<file path="config.mk">
export PLATFORM = sky130hd
export DESIGN_NAME = fetch_stepper
export DESIGN_NICKNAME = d
export VERILOG_FILES = /design/src/rtl/fetch_stepper_pkg.sv /design/src/rtl/fetch_stepper_debounce.sv /design/src/rtl/fetch_stepper.sv
export SDC_FILE = /design/constraint.sdc
export NUM_CORES = 1
export LEC_CHECK = 0
export ABC_AREA = 1
export CAP_MARGIN = 20
export CELL_PAD_IN_SITES_DETAIL_PLACEMENT = 1
export CELL_PAD_IN_SITES_GLOBAL_PLACEMENT = 1
export CORE_ASPECT_RATIO = 0.8
export CORE_MARGIN = 4
export CORE_UTILIZATION = 29
export CTS_CLUSTER_SIZE = 12
export DETAILED_ROUTE_END_ITERATION = 10
export HOLD_SLACK_MARGIN = 0.05
export PLACE_DENSITY = 0.83
export SLEW_MARGIN = 20
export SYNTH_ARGS = -nofsm -noshare
export SYNTH_HDL_FRONTEND = slang
export SYNTH_SLANG_ARGS = --single-unit
</file>
<file path="constraint.sdc">
create_clock -name clk -period 1.4 [get_ports clk]
set_input_delay 0.21 -clock clk [delete_from_list [all_inputs] [get_ports clk]]
set_output_delay 0.21 -clock clk [all_outputs]
set_load 0.05 [all_outputs]
</file>
<file path="src/rtl/fetch_stepper_pkg.sv">
// Shared types and constants for the fetch/step controller.
package fetch_stepper_pkg;
   typedef enum logic [1:0] {IDLE, FETCH, EXEC, HALT} state_t;

   localparam logic [31:0] NOP_INSTR = 32'h00000013;

   // Width of a counter that must be able to hold MEM_LATENCY.
   function automatic int lat_cnt_w(input int mem_latency);
      return (mem_latency < 1) ? 1 : $clog2(mem_latency + 1);
   endfunction
endpackage

</file>
<file path="src/rtl/fetch_stepper_debounce.sv">
// Button synchronizer + stability filter; pulses step_req on a debounced rising edge.
module debounce #(
   parameter int DEBOUNCE_CYCLES = 250000
) (
   input  logic clk,
   input  logic rst,
   input  logic button,
   output logic step_req
);
   localparam int CNT_W = $clog2(DEBOUNCE_CYCLES + 1);

   logic             sync_1, sync_2, sync_q;
   logic             level, level_q;
   logic [CNT_W-1:0] cnt;

   always_ff @(posedge clk) begin
      if (rst) begin
         sync_1  <= 1'b0;
         sync_2  <= 1'b0;
         sync_q  <= 1'b0;
         level   <= 1'b0;
         level_q <= 1'b0;
         cnt     <= '0;
      end else begin
         sync_1  <= button;
         sync_2  <= sync_1;
         sync_q  <= sync_2;
         level_q <= level;
         // Any movement of the synchronized level, or agreement with the
         // accepted level, restarts the stability window.
         if (sync_2 != sync_q || sync_2 == level) begin
            cnt <= '0;
         end else if (cnt == CNT_W'(DEBOUNCE_CYCLES - 1)) begin
            level <= sync_2;
            cnt   <= '0;
         end else begin
            cnt <= cnt + 1'b1;
         end
      end
   end

   assign step_req = level & ~level_q;
endmodule

</file>
<file path="src/rtl/fetch_stepper.sv">
// Fetches the instruction at the core PC and gives the core one core_en pulse per step.
module fetch_stepper
   import fetch_stepper_pkg::*;
#(
   parameter int DEBOUNCE_CYCLES = 250000,
   parameter int MEM_LATENCY     = 1,
   parameter int ADDR_W          = 8
) (
   input  logic              clk,
   input  logic              rst,
   input  logic              button,
   input  logic              run,
   input  logic [31:0]       pc_address,
   output logic [ADDR_W-1:0] mem_addr,
   input  logic [31:0]       mem_rdata,
   output logic [31:0]       instr,
   output logic              core_en,
   output logic              busy,
   output logic              fault,
   output logic [31:0]       step_count
);
   localparam int LAT_W = lat_cnt_w(MEM_LATENCY);

   state_t           state, state_nx;
   logic [LAT_W-1:0] lat_cnt;
   logic             pending, step_req, req, capture, misaligned;
   logic [31:0]      step_cnt;
   logic             unused_pc;

   debounce #(.DEBOUNCE_CYCLES(DEBOUNCE_CYCLES)) u_debounce (
      .clk      (clk),
      .rst      (rst),
      .button   (button),
      .step_req (step_req)
   );

   assign misaligned = (pc_address[1:0] != 2'b00);
   assign unused_pc  = ^pc_address[31:ADDR_W+2];

   always_comb begin
      state_nx = state;
      req      = 1'b0;
      capture  = 1'b0;
      case (state)
         IDLE: begin
            req = run | step_req | pending;
            if (req) state_nx = misaligned ? HALT : FETCH;
         end
         FETCH: begin
            if (lat_cnt == LAT_W'(MEM_LATENCY - 1)) begin
               capture  = 1'b1;
               state_nx = EXEC;
            end
         end
         EXEC:    state_nx = IDLE;
         HALT:    state_nx = HALT;
         default: state_nx = IDLE;
      endcase
   end

   always_ff @(posedge clk) begin
      if (rst) begin
         state    <= IDLE;
         lat_cnt  <= '0;
         pending  <= 1'b0;
         instr    <= NOP_INSTR;
         mem_addr <= '0;
         step_cnt <= '0;
         fault    <= 1'b0;
      end else begin
         state <= state_nx;
         // Single-deep request buffer; extra presses while it is full are lost.
         if (state == IDLE)
            pending <= 1'b0;
         else if (busy && step_req && !run)
            pending <= 1'b1;
         if (state == IDLE && req && !misaligned) begin
            mem_addr <= pc_address[ADDR_W+1:2];
            lat_cnt  <= '0;
         end else if (state == FETCH) begin
            lat_cnt <= lat_cnt + 1'b1;
         end
         if (capture) instr <= mem_rdata;
         if (state == IDLE && req && misaligned) fault <= 1'b1;
         if (state == EXEC) step_cnt <= step_cnt + 32'd1;
      end
   end

   assign core_en    = (state == EXEC) && !rst;
   assign busy       = (state == FETCH) || (state == EXEC);
   assign step_count = step_cnt;
endmodule

</file>
## After elaboration in Yosys (flattened, before gate mapping)

Cells that the tools add are included.

- Add/subtract/negate cells: 3
- Equality and inequality tests: 8
- Muxes and demuxes: 7
- Bitwise gates (word level): 5
- Reduce and logical (&&, ||, !) cells: 18

Operators with widths:

| operator | count |
|---|---|
| $add 32x1->32 const B | 1 |
| $add 18x1->18 const B | 1 |
| $eq 18x18->1 const B | 1 |
| $pmux 2 s4 | 1 |
| $logic_and 1x1->1 | 6 |
| $mux 2 | 3 |
| $eq 2x2->1 const B | 2 |
| $ne 2x2->1 const B | 2 |
| $reduce_and 2->1 | 2 |
| $reduce_or 2->1 | 2 |
| $logic_not 1->1 | 3 |
| $mux 1 | 3 |
| $reduce_or 3->1 | 1 |
| $eq 2x1->1 const B | 1 |
| $logic_not 2->1 | 1 |
| $logic_or 1x1->1 | 2 |
| $not 1->1 | 2 |
| $or 1x1->1 | 2 |
| $reduce_bool 2->1 | 1 |
| $add 1x1->1 const B | 1 |
| $and 1x1->1 | 1 |
| $eq 1x1->1 | 1 |
| $ne 1x1->1 | 1 |

- Bits in registers: 100
- Input bits: 68
- Output and inout bits: 75
- Word-level logic and storage cells: 54

## Depth between registers and ports, before layout

- Word-level depth: 8
- Mapped depth: 10
- Gate-level depth less buffers: 10

## Cells and area by module

Synthesis repeated with hierarchy kept, for this count alone.

- Cell total of the unflattened synthesis: 657
- Area total of the unflattened synthesis: 4601.9 um2

Modules (own cells, without submodules):

| module | instances | cells an instance | area each (um2) | seq. area each (um2) |
|---|---|---|---|---|
| fetch_stepper | 1 | 490 | 3414.5 | 1541.5 |
| debounce | 1 | 167 | 1187.4 | 460.4 |

## Least setup slack after synthesis

Ideal clock, no wire load.

- Path kind: register to register
- From: reg step_cnt[0], in the netlist step_count[0]
- To: reg step_cnt[24], in the netlist step_count[24]
- Library setup time: 0.117 ns
- Arrival time: 1.632 ns
- Data required time: 1.283 ns
- Setup slack: -0.349 ns
- Stages on the path, launching flop included: 9
- Buffers on the path: 0
- Period minus slack after synthesis: 1.749 ns
- Cells stage by stage: dfxtp_1 ha_1 inv_1 nor2_1 nand3_1 nor2_4 nand3_1 nand2_1 nor2_1

- Longest elaborated chain between the ends: 1

Ends and longest elaborated chain:

| item | line | text |
|---|---|---|
| start, declared | fetch_stepper.sv:27 | `logic [31:0] step_cnt;` |
| start signal, assigned | fetch_stepper.sv:85 | `if (state == EXEC) step_cnt <= step_cnt + 32'd1;` |
| $add 32x1->32 | fetch_stepper.sv:85 |  |

Every way passes these cells.
A chain may end at the register's enable or synchronous reset.

## Worst setup path after layout

- From: reg state[1]
- To: reg step_cnt[22], in the netlist step_count[22]

- Longest elaborated chain between the ends: 1

Ends and longest elaborated chain:

| item | line | text |
|---|---|---|
| start, declared | fetch_stepper.sv:24 | `state_t state, state_nx;` |
| start signal, assigned | fetch_stepper.sv:71 | `state <= state_nx;` |
| $eq 2x2->1 | fetch_stepper.sv:85 |  |

Every way passes these cells.

==> impl_metrics.json <==
{
  "critical-path-slowest-cell": "dfxtp_4",
  "grt_max_degree": 31,
  "crit_family": "simple AND/OR/NAND/NOR gates",
  "leakage_uw": 0.00297,
  "min_to": "u_debounce.sync_1",
  "hp-class": "primary input to register",
  "yosysSeqAreaShare_pct": 45.0,
  "drive_gt1_share_pct": 38.7,
  "place_inst": 955,
  "postSynthCellCount": 622,
  "pin_count": 143,
  "finalCritPeriodShare_pct": 116,
  "setup.worst_path.start_class": "register",
  "drc": 0,
  "antenna_found_initial": 1,
  "layout_min_cycle_time_ns": 1.63,
  "die-area_um2": 17400,
  "tightest_slew_ns": 0.419,
  "setup_slack_ns": -0.231,
  "slew_viol_final": 0,
  "drt_pass1_iterations": 4,
  "p_per_area_nw_per_um2": 1620,
  "ys_types": 31,
  "layout_commonest_cell": "nor2_1",
  "max_cap_viol_count": 0,
  "required_ns": 1.64,
  "rsz0062_at_grt": "true",
  "nets": 872,
  "reg2reg_to": "step_count[22]",
  "cts_inserted_buffers": 9,
  "synth-async-reset-ratio_pct": 0,
  "cts_buffer_depth": 2,
  "ys_seq_elements": 100,
  "r2r-start": "state[1]",
  "grt_pass1_wl_um": 27900,
  "port_buffers": 120,
  "clock_sinks": 100,
  "synth_ff_type": "dfxtp_1",
  "grt_pass1_vias": 5359,
  "ff2ff_path_depth": 9,
  "worstPathMaxFanout": 6,
  "fmaxAchievable_mhz": 613,
  "synth.avg_cell_area_um2": 7.16,
  "clock_skew_ns": 0.0101,
  "vdd_drop_max_uv": 1100,
  "num_vias": 5131,
  "cts_tree": "built",
  "viasPerCell": 5.18,
  "syn_area_um2": 4450,
  "setup_viol": 61,
  "place.gp.congestion": 0.790,
  "core_um2": 15000,
  "finish.utilization_pct": 54.5,
  "stdcell_count": 991,
  "critPathBufInv": 2,
  "final_cell_mix": "nor2_1, nand2_1, buf_12",
  "clkLatencyLatePin_ns": 0.35,
  "cts-root-buf": "clkbuf_16",
  "cp_slowest_stage_delay_ns": 0.40,
  "critPathKind": "register to register",
  "die_w_um": 147,
  "row_count": 40,
  "relSlewSlack_pct": 71.9,
  "grt_overflow_total": 0,
  "syn-num-nets": 697,
  "syn2layout_area_growth_pct": 83.8,
  "r2r_slack_ns": -0.23,
  "worstPathCellList": "ha_4 > inv_8 > buf_6 > nor2_4 > nand3_4 > nor2_4 > nand2_1 > nand2_1 > nor2_1",
  "postCtsHoldBufs": 0,
  "violations": "setup timing",
  "worstPathArrival_ns": 1.87,
  "hp-start": "button",
  "fill_cells": 1657,
  "ant_nets": 0,
  "synth_edf_count": 0,
  "initial_core_util_pct": 29.6,
  "hold_viol_final": 0,
  "ff_latch_area_um2": 2070,
  "wl_um": 19700,
  "post-route-cell-area_um2": 8180,
  "place_area_um2": 6980,
  "hold_depth": 3,
  "die_h_um": 119,
  "place_hpwl_um": 11400,
  "cts.clk_slew.worst_paths_ns": 0.07,
  "outcome": "complete, but fails checks",
  "grt_util_all_layers_pct": 19.8,
  "worstSetupEndpointType": "register",
  "yosysWarnings": 0,
  "wire_per_inst_um": 19.8,
  "htree_levels": 3,
  "drtIter0Drc": 267,
  "multiInputGateArea_um2": 2870
}
## area by class of cell
| cell class | count | share of cell area, % |
|---|---|---|
| diodes | 1 | 0.0306 |
| clock buffers | 13 | 3.18 |
| clock inverters | 2 | 0.122 |
| inverters | 45 | 2.22 |
| multi-input cells | 463 | 35.1 |
| flip-flops and latches | 100 | 25.3 |
| well taps | 189 | 2.89 |
| repair buffers | 178 | 31.1 |
## synthesized netlist by cell type, types with 6 or more instances
| cell type | count | area [um2] |
|---|---|---|
| a21oi_1 | 37 | 185 |
| nor2_2 | 9 | 56.3 |
| nand4_1 | 18 | 113 |
| ha_1 | 7 | 87.6 |
| nand3_1 | 34 | 170 |
| nand3_2 | 6 | 60.1 |
| nor2_4 | 7 | 78.8 |
| inv_1 | 41 | 154 |
| nand2_1 | 116 | 435 |
| dfxtp_1 | 100 | 2000 |
| clkbuf_1 | 12 | 45.0 |
| o21ai_0 | 37 | 185 |
| nor2_1 | 152 | 571 |
| nor3_1 | 11 | 55.1 |
## registers in the layout, indices dropped and copies added, names as in the netlist
name and cells:
u_debounce.sync_1 1, pending 1, step_count 32, u_debounce.cnt 18
u_debounce.sync_2 1, u_debounce.level 1, fault 1, state 2
instr 32, u_debounce.sync_q 1, mem_addr 8, u_debounce.level_q 1
lat_cnt 1
## metal layers
metal	wire length [um]	global-route usage [%]	share of wire (%)
met1	7690	23.0	39
met2	9830	34.3	50
met3	1320	6.13	6.7
met4	822	7.40	4.2
met5	0	0	0
## what timing repair did
action	CTS	global route
endpoints found under the setup margin	61	91
endpoints found under the hold margin	0	0
pin swaps	17	29
resized for setup	49	137
gates cloned	5	1
setup buffers	8	6
## worst register-to-register path, cell delays in order, from the launching register on
cell     delay (ns)
dfxtp_4        0.40
ha_4           0.19
inv_8          0.05
buf_6          0.12
nor2_4         0.14
nand3_4        0.12
nor2_4         0.23
nand2_1        0.11
nand2_1        0.11
nor2_1         0.06
## how the worst max path moves through the flow
stage / start / endpoint / slack (ns) / depth (start not counted)
floorplan: state[0] / step_count[30] / -0.03 / 9
global placement: state[1] / step_count[26] / -0.05 / 8
finish: state[1] / step_count[22] / -0.23 / 9
detailed placement: state[1] / step_count[26] / -0.16 / 8
CTS: state[1] / core_en / -0.14 / 5
global route: state[0] / step_count[27] / -0.32 / 10
## power by group
| group | internal (uW) | total (uW) | leakage, uW | switching, uW |
|---|---|---|---|---|
| logic | 3210 | 6990 | 0.00200 | 3780 |
| registers | 3350 | 3900 | 0.000834 | 550 |
| clock network | 1290 | 2390 | 0.000135 | 1100 |
| total | 7850 | 13300 | 0.00297 | 5430 |
## metrics by stage
step | power [uW] | TNS (ns) | worst slack [ns] | hold slack [ns]
3_3_place_gp | 9290 | -0.335 | -0.0522 | 0.392
3_5_place_dp | 9450 | -2.12 | -0.160 | 0.403
4_1_cts | 12500 | -0.787 | -0.144 | 0.406
5_1_grt | 13800 | -11.97 | -0.318 | 0.416
6_report | 13300 | -7.26 | -0.231 | 0.397
2_1_floorplan | 6360 | -0.128 | -0.0320 | 0.317
## logic make-up (layout without fill, tap and decap cells)
| kind of cell | Yosys count | count (layout) | share of synthesized area [%] |
|---|---|---|---|
| AO/OA/AOI/OAI | 79 | 79 | 9.11 |
| adder cells (fa/ha/maj) | 7 | 7 | 1.97 |
| XOR/XNOR | 9 | 9 | 1.77 |
| flip-flops | 100 | 100 | 45.0 |
| AND/OR/NAND/NOR | 365 | 368 | 36.7 |
| buffers and inverters | 62 | 238 | 5.48 |
| other | 0 | 1 | 0 |
No activity file was read; power rests on OpenSTA's default activity.
